`src/rtl/axis_out_stage.sv`:
```
// AXI-Stream output stage: pops lane entries from the resizing buffer, drops null beats, masks lanes past tlast.
// Optional statistics (beat_cnt, pkt_cnt, pkt_open) are enabled with `define AXIS_OUT_STATS_EN.
module axis_out_stage #(
  parameter int T_DATA_WIDTH     = 1,
  parameter int M_KEEP_WIDTH     = 2,
  parameter int BUF_OUT_ENTRY_SZ = (2 + T_DATA_WIDTH) * M_KEEP_WIDTH,
  parameter int SKID_DEPTH       = 2
) (
  input  logic                                 clk,
  input  logic                                 rst,
  input  logic [BUF_OUT_ENTRY_SZ-1:0]          buf_entry,
  input  logic                                 buf_underflow,
  output logic                                 buf_ready,
  output logic [T_DATA_WIDTH*M_KEEP_WIDTH-1:0] m_axis_tdata,
  output logic [M_KEEP_WIDTH-1:0]              m_axis_tkeep,
  output logic                                 m_axis_tlast,
  output logic                                 m_axis_tvalid,
  input  logic                                 m_axis_tready
`ifdef AXIS_OUT_STATS_EN
  ,
  output logic [31:0]                          beat_cnt,
  output logic [31:0]                          pkt_cnt,
  output logic                                 pkt_open
`endif
);

  localparam int LANE_W = 2 + T_DATA_WIDTH;
  localparam int DATA_W = T_DATA_WIDTH * M_KEEP_WIDTH;
  localparam int BEAT_W = DATA_W + M_KEEP_WIDTH + 1;
  localparam int PTR_W  = (SKID_DEPTH > 1) ? $clog2(SKID_DEPTH) : 1;
  localparam int CNT_W  = $clog2(SKID_DEPTH + 1);
  localparam logic [CNT_W:0] DEPTH_CNT = (CNT_W + 1)'(SKID_DEPTH);

  typedef enum logic {
    IDLE,
    IN_PKT
  } pkt_state_e;

  logic                        rst_q;
  logic                        inflight_q;
  logic                        pend_q;
  logic [BUF_OUT_ENTRY_SZ-1:0] entry_q;
  logic [BEAT_W-1:0]           mem [SKID_DEPTH];
  logic [PTR_W-1:0]            wr_ptr_q;
  logic [PTR_W-1:0]            rd_ptr_q;
  logic [CNT_W-1:0]            count_q;
  pkt_state_e                  state_q;
  pkt_state_e                  state_d;

  logic [DATA_W-1:0]           lane_data;
  logic [M_KEEP_WIDTH-1:0]     lane_keep;
  logic [M_KEEP_WIDTH-1:0]     lane_last;
  logic [M_KEEP_WIDTH-1:0]     masked_keep;
  logic                        seen_last;
  logic                        is_null;
  logic                        wr_en;
  logic                        rd_en;
  logic                        pop;
  logic [CNT_W:0]              occupancy;
  logic [BEAT_W-1:0]           beat_in;
  logic [BEAT_W-1:0]           head;

  // Every slot that may still land in the FIFO is reserved before popping, so
  // a captured entry always has room even if tready stays low forever.
  always_comb begin
    occupancy = {1'b0, count_q} + (CNT_W + 1)'(inflight_q) + (CNT_W + 1)'(pend_q);
    buf_ready = !rst_q && (occupancy < DEPTH_CNT);
    pop       = buf_ready && !buf_underflow;
  end

  // Lane decode and mask of the captured entry.
  always_comb begin
    lane_data   = '0;
    lane_keep   = '0;
    lane_last   = '0;
    masked_keep = '0;
    seen_last   = 1'b0;
    for (int i = 0; i < M_KEEP_WIDTH; i++) begin
      lane_data[i*T_DATA_WIDTH +: T_DATA_WIDTH] = entry_q[LANE_W*i +: T_DATA_WIDTH];
      lane_keep[i] = entry_q[LANE_W*i + T_DATA_WIDTH];
      lane_last[i] = entry_q[LANE_W*i + T_DATA_WIDTH + 1];
    end
    // NOTE: seen_last is a blocking scratch variable carried across loop
    // iterations; that ordering is exactly what blocking assignment gives in
    // combinational logic, and it is never used outside this block.
    for (int i = 0; i < M_KEEP_WIDTH; i++) begin
      masked_keep[i] = lane_keep[i] && !seen_last;
      if (lane_last[i]) seen_last = 1'b1;
    end
  end

  assign is_null = !(|lane_keep) && !(|lane_last);
  assign wr_en   = pend_q && !is_null;
  assign beat_in = {|lane_last, masked_keep, lane_data};
  assign rd_en   = m_axis_tvalid && m_axis_tready;

  // Pop pipeline: inflight marks the cycle the buffer is producing data,
  // pend marks the captured entry waiting to be filtered into the FIFO.
  always_ff @(posedge clk) begin
    if (rst) begin
      rst_q      <= 1'b1;
      inflight_q <= 1'b0;
      pend_q     <= 1'b0;
    end else begin
      rst_q      <= 1'b0;
      inflight_q <= pop;
      pend_q     <= inflight_q;
    end
  end

  always_ff @(posedge clk) begin
    if (inflight_q) entry_q <= buf_entry;
  end

  // NOTE: the storage array is deliberately not reset; the outputs below are
  // qualified by a non-empty FIFO, so stale contents can never be observed.
  always_ff @(posedge clk) begin
    if (wr_en) mem[wr_ptr_q] <= beat_in;
  end

  always_ff @(posedge clk) begin
    if (rst) begin
      wr_ptr_q <= '0;
      rd_ptr_q <= '0;
      count_q  <= '0;
    end else begin
      if (wr_en) wr_ptr_q <= wr_ptr_q + PTR_W'(1);
      if (rd_en) rd_ptr_q <= rd_ptr_q + PTR_W'(1);
      count_q <= count_q + CNT_W'(wr_en) - CNT_W'(rd_en);
    end
  end

  assign head          = mem[rd_ptr_q];
  assign m_axis_tvalid = (count_q != '0);

  always_comb begin
    {m_axis_tlast, m_axis_tkeep, m_axis_tdata} = '0;
    if (m_axis_tvalid) {m_axis_tlast, m_axis_tkeep, m_axis_tdata} = head;
  end

  // Packet tracker, advanced only on emitted beats.
  always_ff @(posedge clk) begin
    if (rst) state_q <= IDLE;
    else     state_q <= state_d;
  end

  always_comb begin
    state_d = state_q;
    if (rd_en) begin
      unique case (state_q)
        IDLE:    state_d = m_axis_tlast ? IDLE : IN_PKT;
        IN_PKT:  state_d = m_axis_tlast ? IDLE : IN_PKT;
        default: state_d = IDLE;
      endcase
    end
  end

`ifdef AXIS_OUT_STATS_EN
  always_ff @(posedge clk) begin
    if (rst) begin
      beat_cnt <= '0;
      pkt_cnt  <= '0;
    end else if (rd_en) begin
      beat_cnt <= beat_cnt + 32'd1;
      if (m_axis_tlast) pkt_cnt <= pkt_cnt + 32'd1;
    end
  end

  assign pkt_open = (state_q == IN_PKT);
`else
  // Statistics disabled: no counters and no extra ports; the tracker above
  // is kept so both builds share one data path.
`endif

  a_no_overflow: assert property (@(posedge clk) disable iff (rst)
    !(wr_en && !rd_en && (count_q == DEPTH_CNT[CNT_W-1:0])));

endmodule

```
`config.mk`:
```
export PLATFORM = sky130hd
export DESIGN_NAME = axis_out_stage
export DESIGN_NICKNAME = d
export VERILOG_FILES = /design/src/rtl/axis_out_stage.sv
export SDC_FILE = /design/constraint.sdc
export NUM_CORES = 1
export LEC_CHECK = 0
export ABC_AREA = 0
export ABC_CLOCK_PERIOD_IN_PS = 3150
export BUFFER_PORTS_ARGS = -buffer_cell sky130_fd_sc_hd__buf_2
export CAP_MARGIN = 20
export CORE_AREA = 5 5 46 48
export CTS_BUF_LIST = sky130_fd_sc_hd__clkbuf_8
export DETAILED_ROUTE_END_ITERATION = 10
export DIE_AREA = 0 0 51 53
export MAX_ROUTING_LAYER = met4
export PLACE_DENSITY = 0.8
export SETUP_SLACK_MARGIN = 0.15
export SYNTH_ARGS = -nofsm -noshare
export SYNTH_HDL_FRONTEND = slang
export SYNTH_SLANG_ARGS = --single-unit
```
`constraint.sdc`:
```
create_clock -name clk -period 3.15 [get_ports clk]
set_input_delay 0.1575 -clock clk [delete_from_list [all_inputs] [get_ports clk]]
set_output_delay 0.1575 -clock clk [all_outputs]
set_load 0.02 [all_outputs]
```
Word-level counts from Yosys, hierarchy flattened:

Memory sizes are Yosys's and may differ from the RTL's. A register that Yosys moved wholly into a read port is not among the register bits.
Cells that the tools add are included.

* add/subtract/negate cells: 6
* $lt $le $gt $ge: 1
* mux-type cells: 9
* reductions and logical operators: 15

Operators by type and width (number)
* two-way mux 1 bit: 7
* logical AND 1 bit: 6
* logical NOT 1 bit: 6
* two-way mux 2 bit: 2
* OR reduction 2 bit: 2
* adder 2 x 1 -> 3 bit: 1
* adder 3 x 1 -> 3 bit: 1
* less-than comparator 3 x 2 -> 1 bit (second input constant): 1
* adder 1 bit (second input constant): 2
* adder 2 x 1 -> 2 bit: 1
* nonzero test 2 bit: 1
* subtractor 2 x 1 -> 2 bit: 1

* flip-flop bits (word level): 13
* bits in writable memories: 10
* bits of input ports: 10
* output and inout port bits: 7
* word-level logic and storage cells: 39
* memories kept: 1

Memory list
* mem: depth 2, bits a word 5, rd ports 1, clocked after memory_dff 1, write ports 1, line 43 `logic [BEAT_W-1:0] mem [SKID_DEPTH];`

Logic depth before layout (Yosys ltp):

* depth after elaboration: 7
* gate-level depth with buffers: 8
* depth with buffers taken out: 8

Worst setup path before layout:

Ideal clock, no wire load.

* path type: flip-flop to flip-flop
* from: register entry_q[1]
* to: register count_q[1]
* library setup time: 0.114 ns
* data arrival time: 1.652 ns
* required time: 3.036 ns
* slack: 1.385 ns
* cell stages (with the launch flop): 8
* path buffers: 0
* period minus slack after synthesis: 1.765 ns
* path through: edfxtp_1 o41ai_4 ha_1 inv_1 ha_1 xor2_1 and2_1 nor3_1

* word-level cells in the longest chain between the ends: 7

RTL lines
* start: declaration: line 42 `logic [BUF_OUT_ENTRY_SZ-1:0] entry_q;`
* start signal: assignment: line 112 `if (inflight_q) entry_q <= buf_entry;`
* OR reduction 2 bit: line 92 `assign is_null = !(|lane_keep) && !(|lane_last);`
* logical NOT 1 bit: line 92
* logical AND 1 bit: line 92
* logical NOT 1 bit: line 93 `assign wr_en = pend_q && !is_null;`
* logical AND 1 bit: line 93
* adder 2 x 1 -> 2 bit: line 129 `count_q <= count_q + CNT_W'(wr_en) - CNT_W'(rd_en);`
* subtractor 2 x 1 -> 2 bit: line 129
* end signal: assignment: line 129
* end: declaration: line 46 `logic [CNT_W-1:0] count_q;`

Every way passes these cells.
A chain may end at the register's enable or synchronous reset.

Worst setup path after layout:

Ends and elaborated chain as after synthesis.

==> impl_results.md <==
* Die W at 51 um
* Layout overhead on the synthesized area at 15.68%
* Crit Path Class: reg -> reg
* Worst IR Drop VDD at 0.4130 mV
* Area after DPL at 0.001007 mm^2
* Share of the yosys chip area belonging to registers at 70.43%
* Number of primary I/O pins at 17
* Sink count of the clock tree at 24
* CP startpoint kind: register
* Deepest level of the CTS H-tree at 1
* Latest clock arrival within the worst-skew pair at 0.26 ns
* Cell repeated most along the worst path: sky130_fd_sc_hd__ha_1
* Die outline area at 0.002703 mm^2
* RSZ-0062 raised after global routing: false
* Total global routing track utilization at 11.59%
* First DRT Iteration DRCs at 2
* Number of vias after detailed routing at 496
* Cell internal pwr at 0.5348 mW
* Count of inserted antenna diode cells at 0
* Total of warnings raised by yosys at 0
* Clk slew on worst S/H paths at 0.08 ns
* Total iterations of the first detailed-routing run at 3
* Effective utilization at floorplan at 54.46%
* Number of nets in the layout at 95
* Final setup slack of the worst path at 1.262 ns
* Worst setup timing slack at the placement stage at 1.260 ns
* Total clock buffers created by CTS at 3
* Worst path bufs/invs at 1
* Flop and latch count out of synthesis at 24
* Layout cells sized above 1 at 27.16%
* Buffer levels on the longest clock path at 2
* Critical path's slowest cell: sky130_fd_sc_hd__o41ai_4
* Final instance area at 0.001052 mm^2
* Combined area of all synthesized cells at 909.6 um^2
* Worst Path Required at 3.33 ns
* Port Buffer Count at 16
* Net count after synthesis at 75
* Global-route wire length before repair at 2125 um
* Switching power of the nets at 0.2326 mW
* Post-DRT Antenna Nets at 0
* Synth Instances at 62
* Final hold violation count at 0
* Slew @ Worst Pin at 0.4344 ns
* Number of gates resized after cts at 0
* Final wirelength at 1249 um
* Run status: complete, no violations
* Maximum capacitance violations at 0
* Area used by multi-input combinational logic at 250.2 um^2
* Accumulated negative setup slack at 0 ns
* Sequential cell area in the final layout at 640.6 um^2
* Largest delay share family, worst path: compound AO/OA/AOI/OAI gates
* Worst clock skew on the final layout at 0.005181 ns
* Relative slew margins at 70.94%
* Pin count of the biggest net entering global routing at 14
* P per Cell Area at 729.3 mW/mm^2
* Stage delay of the slowest cell on the critical path at 0.46 ns
* CP max FO at 4
* Routed via count divided by cell count at 5.061
* Reg power frac at 52.6%
* Static leakage power at 0.4295 nW
* Post-detailed-placement half-perimeter wirelength at 963.5 um
* Average cell area after synthesis at 14.67 um^2
* Number of distinct library cell variants in the gate-level netlist after synthesis at 17
* Post-CTS setup repair buffer count at 0
* Combinational Power Share at 24.9%
* Total of hold buffers inserted after clock tree synthesis at 0
* Setup violations, final at 0
* Worst min-delay path class: in -> reg
* Via count of the first global-routing pass at 493
* Crit share post-route at 59.93%
* Grt total ovfl at 0
* Clock root buffer: sky130_fd_sc_hd__clkbuf_8
* Cells traversed along the worst timing path: o41ai_4 > ha_1 > inv_1 > ha_1 > xor2_1 > nor2_1 > nor3_1
* Fraction of power spent switching nets at 30.31%
* Fmax at 529.7 MHz
* TritonCTS clock tree: done
* Weighted congestion at the end of routability-driven global placement at 0.6873
* Initial antenna violation count at 0
* Final-report max-slew violation count at 0
* Min Tclk post-route at 1.888 ns
* Signal arrival time at the worst endpoint at 2.07 ns
* Core Region at 0.001670 mm^2
* Routed len/inst at 12.74 um
* DRC violations left at 0
* Fill cells at 130
* Height of the chip at 53 um
* Crit end category: register
* Clock network fraction of design power at 22.4%
* Cell Rows at 15
-- layout by cell type, fill, tap and decap left out, types with 2 or more instances in the layout --
cell type                  netlist  layout
sky130_fd_sc_hd__buf_2           0      16
sky130_fd_sc_hd__clkbuf_8        0       3
sky130_fd_sc_hd__dfxtp_1         8       8
sky130_fd_sc_hd__edfxtp_1       16      16
sky130_fd_sc_hd__ha_1            3       3
sky130_fd_sc_hd__inv_1           4       4
sky130_fd_sc_hd__mux2i_1         5       5
sky130_fd_sc_hd__nor2_1         12      12
sky130_fd_sc_hd__nor2b_1         3       3
sky130_fd_sc_hd__xor2_1          2       2
-- cells by family after synthesis --
kind of cell | synth area share (%)
DFF | 70.43
and+or+nand+nor | 9.767
buffers and inverters | 2.062
muxes | 5.502
AOI/OAI and AO/OA | 5.226
xor gates and xnor gates | 2.889
adders and majority gates | 4.127
-- synthesized netlist by cell type (all sizes together) --
library cell  number  area share, %
and2               1           0.69
ha                 3            4.1
inv                4            1.7
xnor2              1           0.96
or2                1           0.69
nor2              12            5.0
a2111oi            1            1.7
o21ai              1           0.55
nor3               1           0.55
clkbuf             1           0.41
o41ai              1            3.0
edfxtp            16             53
dfxtp              8             18
nor3b              1           0.83
nor2b              3            2.1
mux2i              5            5.5
xor2               2            1.9
-- final cells by class --
class	instances	area share [%]
clock inverter	1	0.3567
inverter	4	1.427
timing repair buffer	16	7.610
sequential	24	60.88
tap	17	2.021
clock buffer	3	3.924
multi-input combinational	33	23.78
-- metrics by stage --
stage	util [%]	power, mW	hold WS [ns]	cells
after floorplan	-	0.5445	0.1852	62
after global placement	60.30	0.5974	0.3197	94
after detailed placement	60.30	0.6031	0.3353	94
after CTS	63.00	0.7768	0.05522	98
after global routing	63.00	0.8165	0.05744	98
final	63.00	0.7674	0.05683	98
-- state kept, by name, summed over array words and instances, names as in the netlist, named ones only --
name / cells
mem: 10
pend_q: 1
inflight_q: 1
count_q: 2
rst_q: 1
entry_q: 6
rd_ptr_q: 1
wr_ptr_q: 1
-- power by group through the flow --
stage	registers, mW	logic (mW)	clock network [mW]
3_3_place_gp	0.410	0.187	0
6_report	0.404	0.191	0.172
3_5_place_dp	0.412	0.191	0
2_1_floorplan	0.394	0.151	0
5_1_grt	0.408	0.215	0.193
4_1_cts	0.405	0.195	0.177
-- worst reg2reg max path: cells and delay by family, from the launching register on --
kind / cells / cell delay, ns
flip-flops: 1 / 0.45
AND/OR/NAND/NOR: 2 / 0.22
AO/OA/AOI/OAI: 1 / 0.46
XOR/XNOR: 1 / 0.17
adder cells (fa/ha/maj): 2 / 0.45
buffers and inverters: 1 / 0.06
-- path summary, 6_finish.rpt --
path                endpoint  slack, ns  cells after the start     startpoint
setup reg to reg  count_q[1]       1.26                      7     entry_q[1]
setup / recovery  count_q[1]       1.26                      7     entry_q[1]
hold / removal    inflight_q       0.06                      2  buf_underflow
hold reg to reg    mem[1][1]       0.45                      0     entry_q[3]
-- routing by layer --
layer	track usage [%]	wire length [um]	up-vias
li1	-	-	254
met2	19.74	657	13
met4	8.072	28	0
met3	1.690	57	4
met1	12.50	506	225
met5	-	0	-
(Power assumes the default switching activity.)
